$ cat config.mk
export PLATFORM = sky130hd
export DESIGN_NAME = npc_unit
export DESIGN_NICKNAME = d
export VERILOG_FILES = /design/src/rtl/npc_unit_pkg.sv /design/src/rtl/npc_target.sv /design/src/rtl/npc_unit.sv
export SDC_FILE = /design/constraint.sdc
export NUM_CORES = 1
export LEC_CHECK = 0
export ABC_AREA = 1
export BUFFER_PORTS_ARGS = -buffer_cell sky130_fd_sc_hd__buf_2
export CAP_MARGIN = 25
export CORE_MARGIN = 2
export CORE_UTILIZATION = 45
export DETAILED_ROUTE_END_ITERATION = 12
export HOLD_SLACK_MARGIN = 0.06
export PLACE_DENSITY = 0.69
export SETUP_SLACK_MARGIN = 0.05
export SLEW_MARGIN = 15
export SYNTH_ARGS = -nofsm -noshare
export SYNTH_HDL_FRONTEND = slang
export SYNTH_SLANG_ARGS = --single-unit
$ cat constraint.sdc
create_clock -name clk -period 5 [get_ports clk]
set_input_delay 0.5 -clock clk [delete_from_list [all_inputs] [get_ports clk]]
set_output_delay 0.5 -clock clk [all_outputs]
set_load 0.03 [all_outputs]
$ cat src/rtl/npc_unit_pkg.sv
// Shared opcode encodings and default addresses for the next-PC unit.
package npc_unit_pkg;

  localparam logic [2:0] NPC_PLUS4  = 3'd0;
  localparam logic [2:0] NPC_BRANCH = 3'd1;
  localparam logic [2:0] NPC_JUMP   = 3'd2;
  localparam logic [2:0] NPC_JR     = 3'd3;
  localparam logic [2:0] NPC_ERET   = 3'd4;

  localparam logic [31:0] NPC_DEFAULT_RESET_PC = 32'h0000_3000;
  localparam logic [31:0] NPC_DEFAULT_EXC_VEC  = 32'h0000_4180;

endpackage

$ cat src/rtl/npc_target.sv
// Combinational redirect-target computation and misaligned-target detection.
// Opcodes 5-7 decode as no redirect, so they fall through to sequential fetch.
module npc_target
  import npc_unit_pkg::*;
#(
  parameter int WIDTH = 32
) (
  input  logic [2:0]       npc_op,
  input  logic             br_taken,
  input  logic [25:0]      imm26,
  input  logic [WIDTH-1:0] rs_data,
  input  logic [WIDTH-1:0] pc_plus4,
  input  logic [WIDTH-1:0] epc,
  output logic [WIDTH-1:0] target,
  output logic             redirect,
  output logic             misaligned
);

  logic [WIDTH-1:0] br_offset;
  logic [WIDTH-1:0] jump_target;

  // Word offset sign-extended to a byte offset.
  assign br_offset = {{(WIDTH-18){imm26[15]}}, imm26[15:0], 2'b00};

  // The jump keeps the upper region bits of pc+4 above bit 27, if any exist.
  generate
    if (WIDTH > 28) begin : g_region
      assign jump_target = {pc_plus4[WIDTH-1:28], imm26, 2'b00};
    end else begin : g_no_region
      assign jump_target = {imm26, 2'b00};
    end
  endgenerate

  // Select the target, flag whether this op redirects, and check JR/ERET alignment.
  always_comb begin
    target     = pc_plus4;
    redirect   = 1'b0;
    misaligned = 1'b0;
    case (npc_op)
      NPC_BRANCH: begin
        target   = pc_plus4 + br_offset;
        redirect = br_taken;
      end
      NPC_JUMP: begin
        target   = jump_target;
        redirect = 1'b1;
      end
      NPC_JR: begin
        target     = rs_data;
        redirect   = 1'b1;
        misaligned = (rs_data[1:0] != 2'b00);
      end
      NPC_ERET: begin
        target     = epc;
        redirect   = 1'b1;
        misaligned = (epc[1:0] != 2'b00);
      end
      default: begin
        target   = pc_plus4;
        redirect = 1'b0;
      end
    endcase
  end

endmodule

$ cat src/rtl/npc_unit.sv
// Next-PC generator: PC and EPC registers, exception entry/return, a one-entry
// buffer that defers a redirect seen during a stall, and misaligned-target traps.
module npc_unit
  import npc_unit_pkg::*;
#(
  parameter int          WIDTH    = 32,
  parameter logic [31:0] RESET_PC = NPC_DEFAULT_RESET_PC,
  parameter logic [31:0] EXC_VEC  = NPC_DEFAULT_EXC_VEC
) (
  input  logic             clk,
  input  logic             rst,
  input  logic             stall,
  input  logic [2:0]       npc_op,
  input  logic             br_taken,
  input  logic [25:0]      imm26,
  input  logic [WIDTH-1:0] rs_data,
  input  logic             exc_req,
  output logic [WIDTH-1:0] pc,
  output logic [WIDTH-1:0] pc_plus4,
  output logic [WIDTH-1:0] epc,
  output logic             pend_valid,
  output logic             addr_err
);

  localparam logic [WIDTH-1:0] RESET_PC_W = WIDTH'(RESET_PC);
  localparam logic [WIDTH-1:0] EXC_VEC_W  = WIDTH'(EXC_VEC);
  localparam logic [WIDTH-1:0] FOUR       = WIDTH'(4);

  logic [WIDTH-1:0] pc_q, pc_d;
  logic [WIDTH-1:0] epc_q, epc_d;
  logic [WIDTH-1:0] pend_target_q, pend_target_d;
  logic             pend_valid_q, pend_valid_d;
  logic             addr_err_q, addr_err_d;

  logic [WIDTH-1:0] target;
  logic             redirect;
  logic             misaligned;

  assign pc_plus4 = pc_q + FOUR;

  npc_target #(
    .WIDTH(WIDTH)
  ) u_target (
    .npc_op    (npc_op),
    .br_taken  (br_taken),
    .imm26     (imm26),
    .rs_data   (rs_data),
    .pc_plus4  (pc_plus4),
    .epc       (epc_q),
    .target    (target),
    .redirect  (redirect),
    .misaligned(misaligned)
  );

  // Priority chain: exception, misaligned trap, stall capture/hold, pending replay,
  // redirect, sequential fetch. addr_err defaults low so it only ever pulses.
  always_comb begin
    pc_d          = pc_q;
    epc_d         = epc_q;
    pend_target_d = pend_target_q;
    pend_valid_d  = pend_valid_q;
    addr_err_d    = 1'b0;
    if (exc_req) begin
      epc_d        = pc_q;
      pc_d         = EXC_VEC_W;
      pend_valid_d = 1'b0;
    end else if (misaligned) begin
      addr_err_d   = 1'b1;
      epc_d        = pc_q;
      pc_d         = EXC_VEC_W;
      pend_valid_d = 1'b0;
    end else if (stall) begin
      // Only the first redirect of a stall window is kept.
      if (redirect && !pend_valid_q) begin
        pend_target_d = target;
        pend_valid_d  = 1'b1;
      end
    end else if (pend_valid_q) begin
      // The deferred redirect wins over whatever op is presented now.
      pc_d         = pend_target_q;
      pend_valid_d = 1'b0;
    end else if (redirect) begin
      pc_d = target;
    end else begin
      pc_d = pc_plus4;
    end
  end

  // State registers; reset also drops any pending redirect immediately.
  always_ff @(posedge clk or posedge rst) begin
    if (rst) begin
      pc_q          <= RESET_PC_W;
      epc_q         <= '0;
      pend_target_q <= '0;
      pend_valid_q  <= 1'b0;
      addr_err_q    <= 1'b0;
    end else begin
      pc_q          <= pc_d;
      epc_q         <= epc_d;
      pend_target_q <= pend_target_d;
      pend_valid_q  <= pend_valid_d;
      addr_err_q    <= addr_err_d;
    end
  end

  assign pc         = pc_q;
  assign epc        = epc_q;
  assign pend_valid = pend_valid_q;
  assign addr_err   = addr_err_q;

endmodule

# == Yosys cells after proc, flatten, opt, wreduce, memory -nomap -nowiden ==
# Index checks and enable logic that the tools add are counted.
# totals
input_bits,66
register_bits,98
output_inout_bits,98
rom_bits,0
wordCells,38
n_memories,0
latchBits,0
mem_bits_rw,0
# op_classes
n_div,0
reduce_logical,7
add_sub_neg,2
n_eq_ne,6
muxes,16
order_cmp,0
shift,0
multipliers,0
bitwise_logic,2
# op_table
operator,n
two-way mux 32 bit,7
case mux 32 bit (4 select lines),1
adder 32 x 3 -> 32 bit (second input constant),1
adder 32 bit,1
equality test 3 x 2 -> 1 bit (second input constant),2
two-way mux 1 bit,6
nonzero test 2 bit,3
inequality test 4 x 1 -> 1 bit (second input constant),1
case mux 1 bit (2 select lines),2
AND reduction 4 bit,1
equality test 3 x 1 -> 1 bit (second input constant),1
equality test 3 bit (second input constant),1
inequality test 3 x 1 -> 1 bit (second input constant),1
OR reduction 3 bit,1
inverter 1 bit,2
logical AND 1 bit,1
logical NOT 1 bit,1

# == Longest topological paths before layout ==
# logic_depth
word_depth,8
mapped_depth,26
ltp_nobuf,26

# == By module ==
# Synthesis repeated with hierarchy kept, for this count alone.
# hier_totals
cells_unflattened,1325
hier_area_um2,8301.7
# modules_own_cells
module,cells_each,area_per_inst_um2,n_inst
npc_unit,722,5238.8,1
npc_target,603,3062.9,1

# == Least setup slack after synthesis ==
# No wires, ideal clock.
# synth_path
path_kind,reg2reg
start,register pc_q[9] (netlist: pc[9])
end,register pc_q[28] (netlist: pc[28])
path_slack_ns,1.582
path_buffers,0
arrival_ns,3.301
period_less_slack_ns,3.418
stages_incl_launch_ff,21
setup_ns,0.117
path_cell_list,dfrtp_1 -> nand2_1 -> nor2_1 -> inv_1 -> nor3_1 -> nand2_1 -> nor2_1 -> xor2_1 -> ha_1 -> a21oi_1 -> o21ai_0 -> nand2_1 -> nand2_1 -> a21oi_1 -> nand3_1 -> nand3_1 -> nand2_1 -> nand2_1 -> nand2_1 -> nand2_1 -> nand2_1
# synth_via
elab_chain_len,8
# synth_lines
item,line_no,rtl
start: declaration,npc_unit.sv:29,"logic [WIDTH-1:0] pc_q, pc_d;"
start signal: assignment,npc_unit.sv:98,pc_q <= pc_d;
adder 32 x 3 -> 32 bit,npc_unit.sv:39,assign pc_plus4 = pc_q + FOUR;
via pc_plus4[21],npc_unit.sv:19,"output logic [WIDTH-1:0] pc_plus4,"
adder 32 bit,npc_target.sv:41,target = pc_plus4 + br_offset;
case mux 32 bit (4 select lines),npc_target.sv:39,case (npc_op)
two-way mux 32 bit,npc_unit.sv:82,end else if (redirect) begin
two-way mux 32 bit,npc_unit.sv:78,end else if (pend_valid_q) begin
two-way mux 32 bit,npc_unit.sv:72,end else if (stall) begin
two-way mux 32 bit,npc_unit.sv:67,end else if (misaligned) begin
two-way mux 32 bit,npc_unit.sv:63,if (exc_req) begin
# The timed path passes the listed nets, and every way through them passes these cells. The select of a mux whose other input is x is not followed.
# A chain may end at the register's enable or synchronous reset.

# == Final worst setup path ==
# layout_path
start,register pc_q[3] (netlist: pc[3])
end,register pc_q[21] (netlist: pc[21])
# layout_via
elab_chain_len,8
# layout_lines
item,line_no
adder 32 x 3 -> 32 bit (*),npc_unit.sv:39
adder 32 bit,npc_target.sv:41
case mux 32 bit (4 select lines),npc_target.sv:39
two-way mux 32 bit (*),npc_unit.sv:82
two-way mux 32 bit (*),npc_unit.sv:78
two-way mux 32 bit (*),npc_unit.sv:72
two-way mux 32 bit (*),npc_unit.sv:67
two-way mux 32 bit (*),npc_unit.sv:63
# Every way passes the cells marked *; elsewhere a longest branch is shown, timed or not. The select of a mux whose other input is x is not followed.

==> flow_metrics.env <==
export IMPL_start_util_pct=45.7
export IMPL_min_period_over_period_pct=82.5
export IMPL_insertedDiodeCount=0
export IMPL_yosysWarnings=0
export IMPL_syn_cell_area_um2=8220
export IMPL_placed_cells=1676
export IMPL_timing_rr_end="pc[21]$_DFFE_PP0P_"
export IMPL_timing_reg2reg_setup_slack_ns=0.87
export IMPL_core_area_um2=18000
export IMPL_vias=9440
export IMPL_drtIter0Drc=1280
export IMPL_instances_no_fill=1692
export IMPL_worst_setup_path_start_kind="flop"
export IMPL_synth_nets=1419
export IMPL_r2r_start="pc[3]$_DFFE_PP0P_"
export IMPL_viasPerCell=5.58
export IMPL_fmax_mhz=242
export IMPL_p_seq_share_pct=37.3
export IMPL_status="completed"
export IMPL_async_flop_share_pct=100
export IMPL_gr_total_overflow=0
export IMPL_final_setup_viol_count=0
export IMPL_power_density_nw_per_um2=276
export IMPL_synth_ff_latch_count=98
export IMPL_layout_nets=1564
export IMPL_fin_skew_ns=0.00920
export IMPL_crit_slowest_cell="nor3_1"
export IMPL_ant_nets=0
export IMPL_h_tree_depth=3
export IMPL_wl_per_cell_um=19.1
export IMPL_drc=0
export IMPL_rsz0062_at_grt="false"
export IMPL_tightest_slew_ns=0.974
export IMPL_antenna_found_initial=0
export IMPL_grt_max_degree=63
export IMPL_ioPinCount=164
export IMPL_cts_setup_buffers=0
export IMPL_grt_usage_pct=32.7
export IMPL_first_pass_iters=8
export IMPL_drive_above_1_share_pct=14.8
export IMPL_final_cell_mix="nand2_1 (510), inv_1 (165), buf_2 (163)"
export IMPL_place_gp_congestion=1.03
export IMPL_nFillCells=1841
export IMPL_crit_path_end_kind="flop"
export IMPL_crit_path_cell_trace="ha_1 > nand4_1 > nor2_1 > nand2_1 > nor3_1 > nand2_1 > xor2_1 > inv_1 > ha_1 > nand2_1 > nor2_1 > inv_1 > nor2_1 > nand4_1 > nand3_1 > nand2_1 > nand3_1 > nand2_1 > nand2_1 > nand2_1 > nand2_1 > nand2_1"
export IMPL_worst_setup_path_type="flop to flop"
export IMPL_cp_data_arrival_time_ns=4.36
export IMPL_cts_tree="done"
export IMPL_cts_resized=0
export IMPL_clockBufferDepth=2
export IMPL_setup_tns_final_ns=0
export IMPL_numCtsBuffers=9
export IMPL_wl_um=32300
export IMPL_swShare_pct=37.8
export IMPL_portBuffers=163
export IMPL_final_common_cell="nand2_1"
export IMPL_p_comb_share_pct=31.6
export IMPL_avgSynthCellArea_um2=6.26
export IMPL_clock_sinks=98
export IMPL_peakVddDrop_v=0.000196
export IMPL_synth_enable_flop_cells=0
export IMPL_die_height_um=139
export IMPL_synth_cell_types=44
export IMPL_drv_cap=0
export IMPL_dp_hpwl_um=25200
export IMPL_max_stage_delay_ns=0.47
export IMPL_ctsRootBufferMaster="clkbuf_16"
export IMPL_cpMostUsedCell="nand2_1"
export IMPL_synth_ff_type="dfrtp_1"
export IMPL_grt_pass1_wl_um=49300
export IMPL_hold_violations=0
export IMPL_fp_dieW_um=139
export IMPL_slew_headroom_pct=35.0
export IMPL_postCtsHoldBufs=0
export IMPL_first_global_vias=8435
export IMPL_maxSlewViolCount=0
export IMPL_syn_inst=1313
export IMPL_p_sw_mw=0.997
export IMPL_reg2regPathDepth=22
export IMPL_syn2layout_area_growth_pct=16.3
export IMPL_hold_path_class="input pin to asynchronous set/reset pin"
export IMPL_finalCriticalPeriod_ns=4.13
export IMPL_rows=49
export IMPL_clock_latency_ns=0.35
export IMPL_path_buf_inv=2
export IMPL_clkTransAtPathRegs_ns=0.07
export IMPL_p_leak_nw=5.37
export IMPL_crit_required_ns=5.23
export IMPL_intPower_mw=1.64
export IMPL_cp_max_fo=5
export IMPL_p_clk_share_pct=31.2
export IMPL_crit_family="simple AND/OR/NAND/NOR gates"
export IMPL_die_area_um2=19400
export IMPL_synth_seq_area_share_pct=29.9
sequential cells by signal, indices dropped and copies added, names as in the netlist:
signal,cells
addr_err,1
epc,32
pc,32
pend_target_q,32
pend_valid,1
power by group through the flow:
stage | Sequential (mW) | Clock (mW) | Combinational, mW
floorplan | 1.04 | 0 | 0.487
global placement | 0.989 | 0 | 0.810
detailed placement | 0.991 | 0 | 0.814
CTS | 0.977 | 0.829 | 0.819
global route | 0.990 | 0.856 | 0.918
finish | 0.982 | 0.822 | 0.832
cell type report:
cell class	instances	area [um^2]	area share, %
timing repair buffer	171	876	9.17
clock inverter	6	114	1.19
clock buffer	10	239	2.50
tap	229	287	3.00
sequential	98	2450	25.7
inverter	177	669	7.01
multi-input combinational	1001	4910	51.4
cell families (layout without fill, tap and decap cells):
kind of cell / Yosys count / count (layout) / synth area share, %
simple gates: 742 / 742 / 37.4
buf+inv: 214 / 364 / 10.3
compound gates: 201 / 201 / 14.3
flops: 98 / 98 / 29.9
fa+ha+maj: 40 / 40 / 6.18
xor+xnor: 18 / 18 / 1.92
metal layers:
| metal | GRT usage, % | wire length [um] | up-vias |
|---|---|---|---|
| met2 | 48.6 | 13900 | 552 |
| met1 | 50.2 | 14200 | 4332 |
| met5 | 0 | 0 | - |
| met3 | 5.01 | 3530 | 53 |
| li1 | - | - | 4503 |
| met4 | 7.23 | 671 | 0 |
synthesized netlist by cell type (3+ instances only):
cell / n / area [um^2]
a211oi_1: 5 / 37.5
a21oi_1: 53 / 265
a221oi_1: 16 / 140
a22o_1: 4 / 35.0
a22oi_1: 8 / 60.1
and2_1: 9 / 56.3
and3_1: 3 / 18.8
buf_1: 3 / 11.3
buf_2: 5 / 25.0
buf_4: 5 / 37.5
clkbuf_1: 22 / 82.6
dfrtp_1: 96 / 2400
ha_1: 39 / 488
inv_1: 166 / 623
inv_2: 8 / 30.0
nand2_1: 510 / 1910
nand3_1: 93 / 465
nand4_1: 13 / 81.3
nor2_1: 87 / 327
nor3_1: 12 / 60.1
o211ai_1: 3 / 22.5
o21ai_0: 91 / 455
o21ai_2: 4 / 35.0
o21bai_1: 5 / 37.5
o221ai_1: 3 / 26.3
o22ai_1: 5 / 31.3
or2_2: 5 / 31.3
xor2_1: 17 / 149
through the flow:
step	hold WS (ns)	total power, mW	area (um^2)	worst slack, ns	util [%]
2_1_floorplan	0.442	1.52	8220	1.58	-
3_3_place_gp	0.458	1.80	9200	1.21	51.2
5_1_grt	0.368	2.76	9550	0.469	53.2
6_report	0.296	2.64	9550	0.874	53.2
4_1_cts	0.329	2.62	9550	1.09	53.2
3_5_place_dp	0.462	1.81	9200	1.12	51.2
worst register-to-register path: cells and delay by family, from the launching register on:
family,cells,cell delay [ns]
AND/OR/NAND/NOR,17,2.40
flip-flops,1,0.42
buffers and inverters,2,0.27
adder cells (fa/ha/maj),2,0.59
XOR/XNOR,1,0.33
worst max path at each step:
stage | start | slack, ns | to | cells after the start
4_1_cts | pc[3]$_DFFE_PP0P_ | 1.09 | pc[21]$_DFFE_PP0P_ | 22
3_3_place_gp | pc[2]$_DFFE_PP0P_ | 1.21 | pc[21]$_DFFE_PP0P_ | 22
3_5_place_dp | pc[3]$_DFFE_PP0P_ | 1.12 | pc[21]$_DFFE_PP0P_ | 22
6_report | pc[3]$_DFFE_PP0P_ | 0.87 | pc[21]$_DFFE_PP0P_ | 22
2_1_floorplan | pc[9]$_DFFE_PP0P_ | 1.58 | pc[28]$_DFFE_PP0P_ | 20
5_1_grt | pc[2]$_DFFE_PP0P_ | 0.47 | pc[21]$_DFFE_PP0P_ | 22
(Power assumes the default switching activity.)
